### config.mk
export PLATFORM = sky130hd
export DESIGN_NAME = fifo_wr_ptr_full
export DESIGN_NICKNAME = d
export VERILOG_FILES = /design/src/rtl/fifo_wr_ptr_full.sv
export SDC_FILE = /design/constraint.sdc
export NUM_CORES = 1
export LEC_CHECK = 0
export ABC_CLOCK_PERIOD_IN_PS = 3900
export BUFFER_PORTS_ARGS = -buffer_cell sky130_fd_sc_hd__clkbuf_2
export CORE_MARGIN = 2
export CORE_UTILIZATION = 30
export CTS_CLUSTER_SIZE = 20
export DETAILED_ROUTE_END_ITERATION = 16
export PLACE_DENSITY = 0.57
export SKIP_CTS_REPAIR_TIMING = 1
export SYNTH_ARGS = -nofsm -noshare
export SYNTH_HDL_FRONTEND = slang
export SYNTH_SLANG_ARGS = --single-unit
### constraint.sdc
create_clock -name CLK -period 3.9 [get_ports CLK]
set_input_delay 0.195 -clock CLK [delete_from_list [all_inputs] [get_ports CLK]]
set_output_delay 0.195 -clock CLK [all_outputs]
set_load 0.1 [all_outputs]
### src/rtl/fifo_wr_ptr_full.sv
// Write-side pointer/flag controller of the async FIFO: binary/Gray write pointer, full, almost-full, level, overflow.
// Latency: W_EN/W_ADDR combinational; all flags, level and Gray pointer registered (1 CLK after W_INC/RD_PTR_GRAY_SYNC).
// Backpressure: FULL blocks writes (W_EN=0); a write attempted while FULL sets sticky OVERFLOW.
module fifo_wr_ptr_full #(
  parameter int ADDR_WIDTH = 3,
  parameter int AFULL_THR  = 6
) (
  input  logic                  CLK,
  input  logic                  RST,
  input  logic                  W_INC,
  input  logic [ADDR_WIDTH:0]   RD_PTR_GRAY_SYNC,
  input  logic                  OVF_CLR,
  output logic                  W_EN,
  output logic [ADDR_WIDTH-1:0] W_ADDR,
  output logic [ADDR_WIDTH:0]   WR_PTR_GRAY,
  output logic                  FULL,
  output logic                  ALMOST_FULL,
  output logic [ADDR_WIDTH:0]   W_LEVEL,
  output logic                  OVERFLOW
);

  localparam int PW = ADDR_WIDTH + 1;
  localparam logic [PW-1:0] AFULL_V = PW'(AFULL_THR);

  logic [PW-1:0] wbin;
  logic [PW-1:0] wbin_next;
  logic [PW-1:0] gray_next;
  logic [PW-1:0] rbin;
  logic [PW-1:0] level_next;
  logic          full_next;
  logic          ovf_set;

  assign W_EN      = W_INC & ~FULL;
  assign W_ADDR    = wbin[ADDR_WIDTH-1:0];
  assign wbin_next = wbin + {{ADDR_WIDTH{1'b0}}, W_EN};
  assign gray_next = wbin_next ^ (wbin_next >> 1);
  assign ovf_set   = W_INC & FULL;

  // Gray-to-binary: each binary bit is the XOR of all Gray bits at and above it.
  always_comb begin
    rbin = '0;
    for (int i = 0; i < PW; i++) begin
      rbin[i] = ^(RD_PTR_GRAY_SYNC >> i);
    end
  end

  // Full when the write pointer has lapped the read pointer: top two Gray bits inverted.
  assign full_next  = (gray_next == {~RD_PTR_GRAY_SYNC[PW-1:PW-2], RD_PTR_GRAY_SYNC[PW-3:0]});
  assign level_next = wbin_next - rbin;

  always_ff @(posedge CLK or negedge RST) begin
    if (!RST) begin
      wbin        <= '0;
      WR_PTR_GRAY <= '0;
      FULL        <= 1'b0;
      ALMOST_FULL <= 1'b0;
      W_LEVEL     <= '0;
      OVERFLOW    <= 1'b0;
    end else begin
      wbin        <= wbin_next;
      WR_PTR_GRAY <= gray_next;
      FULL        <= full_next;
      ALMOST_FULL <= (level_next >= AFULL_V);
      W_LEVEL     <= level_next;
      if (ovf_set) begin
        OVERFLOW <= 1'b1;
      end else if (OVF_CLR) begin
        OVERFLOW <= 1'b0;
      end
    end
  end

endmodule
==> qor.txt <==
Fin Hold WS -> 108 ps
highest clock rate -> 0.417 GHz
number of port buffers -> 22
die span in x -> 51.6 um
met3 usage -> 2.87%
startpoint types -> flop
DIE AREA -> 0.00266 mm2
WL final -> 1.15 mm
drt pass-1 iters -> 3
total track usage -> 11.4%
Row Count -> 17
multi-input logic area -> 305 um2
CP endpoint kind -> flop
CTS Buf Count -> 3
share of layout cells above drive strength 1 -> 36.7%
Root Buffer -> clkbuf_4
FILL cells -> 219
Ys Warns -> 0
main combinational cell family by area after synthesis -> XOR/XNOR gates
Layout area overhead -> 26.5%
Crit Path Class -> flop to flop
Reg area -> 350 um2
worst endpoint required time -> 4060 ps
MaxCap Viol Count -> 0
CTS tree -> yes
Synth Area in Adders -> 12.2%
Pins Over Slew Limit -> 0
GP Congestion -> 0.711
Slowest-stage cell, CP -> dfrtp_1
starting DRC count in detailed routing -> 2
via total after detailed routing -> 463
Final min period -> 2400 ps
clock latency on the worst-skew pair -> 270 ps
register area share after synthesis -> 51.6%
drt drc -> 0
largest net degree at the start of global routing -> 15
Mapped Cells -> 53
Die Ht -> 51.6 um
Slew Limit Headroom -> 64.2%
CP delay by family, top -> adder cells
arrival time worst endpoint -> 2560 ps
Cell Chain, Critical Path -> nor2b_2, ha_1, ha_1, xor2_2, ha_1, a21oi_1, o21ai_0, xor3_1, a21o_1
slew of the pin with the lowest slew margin -> 540 ps
Final Net Count -> 95
synthesized area per cell -> 12.8 um2
CTS clk-pin slew, worst paths -> 80 ps
number of global-route vias before repair -> 475
Placeable Area -> 0.00217 mm2
syn nets -> 67
gr busiest metal -> met2
CP max FO -> 6
synthesized flop and latch total -> 14
initial core utilization -> 31.3%
Final ANT Viol Nets -> 0
Setup Total Neg Slack -> 0 ps
worst path bufs/invs -> 0
DR vias/cell -> 4.33
CTS Buffer Depth -> 2
status -> completed
Worst Hold Class -> input pin to flop
Layout Skew -> 5.75 ps
Unique masters post-synth -> 17
Period Utilization, post-route -> 61.5%
slowest stage delay, CP -> 400 ps
cell area after synthesis -> 679 um2
total grt overflow -> 0
Compound-Gate Fraction of Synth Area -> 4.42%
RSZ-0062 raised after global routing -> no
met2 Resource Use GR -> 17.1%
Final Setup Violations -> 0
Synth Area in XOR/XNOR -> 21.2%
Avg WL per Cell -> 10.7 um
first-pass GRT wire length -> 2.06 mm
H-tree Lvls -> 1
most used cell, CP -> ha_1
Post-Synth Simple-Gate Area -> 6.81%
met1 Use GR -> 13.3%
HPWL after DPL -> 953 um
# IOs -> 23
Antenna diodes -> 0
initial antenna violation count -> 0
Final Hold Viols -> 0
mux cell area share after synthesis -> 0%
clk sink count -> 14
cells by family (layout without fill, tap and decap cells):
logic type | after synthesis | after routing
flip-flops | 14 | 14
adder cells (fa/ha/maj) | 6 | 6
AND/OR/NAND/NOR | 8 | 8
XOR/XNOR | 13 | 13
buffers and inverters | 7 | 33
AO/OA/AOI/OAI | 5 | 5
routing by layer:
layer / up-vias / wire length, um
met5: - / 0
met4: 0 / 27
met3: 2 / 61
met2: 16 / 572
met1: 225 / 488
li1: 220 / -
final cells by class:
type | instances | area share (%)
Inverter | 7 | 3.06
Timing Repair Buffer | 23 | 14.0
Multi-Input combinational cell | 32 | 35.5
Tap cell | 28 | 4.08
Sequential cell | 14 | 40.8
Clock buffer | 3 | 2.62
placed cells by master (no fill, tap or decap):
cell / n
a21o_1: 1
a21oi_1: 1
a22oi_1: 1
clkbuf_2: 22
clkbuf_4: 3
dfrtp_1: 14
dlygate4sd3_1: 1
fa_1: 1
ha_1: 5
inv_1: 7
nand2_1: 2
nand3_1: 2
nand3_2: 1
nor2b_2: 1
o21ai_0: 2
or3_1: 2
xnor2_1: 5
xor2_1: 5
xor2_2: 2
xor3_1: 1
cell usage after synthesis, drive strengths merged:
cell type | number | area share [%]
inv | 7 | 3.9
dfrtp | 14 | 52
ha | 5 | 9.2
or3 | 2 | 1.8
a22oi | 1 | 1.1
xor2 | 7 | 11
o21ai | 2 | 1.5
a21oi | 1 | 0.74
nor2b | 1 | 0.92
fa | 1 | 2.9
xnor2 | 5 | 6.4
nand2 | 2 | 1.1
a21o | 1 | 1.1
nand3 | 3 | 2.9
xor3 | 1 | 3.5
registers in the layout, indices dropped and copies added, names as in the netlist:
name,count
ALMOST_FULL,1
FULL,1
OVERFLOW,1
WR_PTR_GRAY,4
W_LEVEL,4
wbin,3
through the flow:
stage | setup slack [ps] | std cells | cell area, um2 | util (%)
4_1_cts | 1450 | 106 | 850 | 39.2
3_3_place_gp | 1620 | 103 | 827 | 38.1
5_1_grt | 1290 | 107 | 860 | 39.6
2_1_floorplan | 364 | 53 | 682 | -
3_5_place_dp | 1500 | 103 | 827 | 38.1
6_report | 1500 | 107 | 860 | 39.6
path summary, 6_finish.rpt:
kind,startpoint,end,slack (ps),cells past startpoint
min in group asynchronous,RST,wbin[2],350,2
max in group asynchronous,RST,wbin[0],3300,2
setup reg to reg,FULL,ALMOST_FULL,1500,9
hold / removal,OVF_CLR,OVERFLOW,110,2
hold reg to reg,OVERFLOW,OVERFLOW,530,2
setup / recovery,FULL,ALMOST_FULL,1500,9
Power is not shown: default switching activity piles up to over one toggle a cycle in this logic, so the estimate is an artifact.
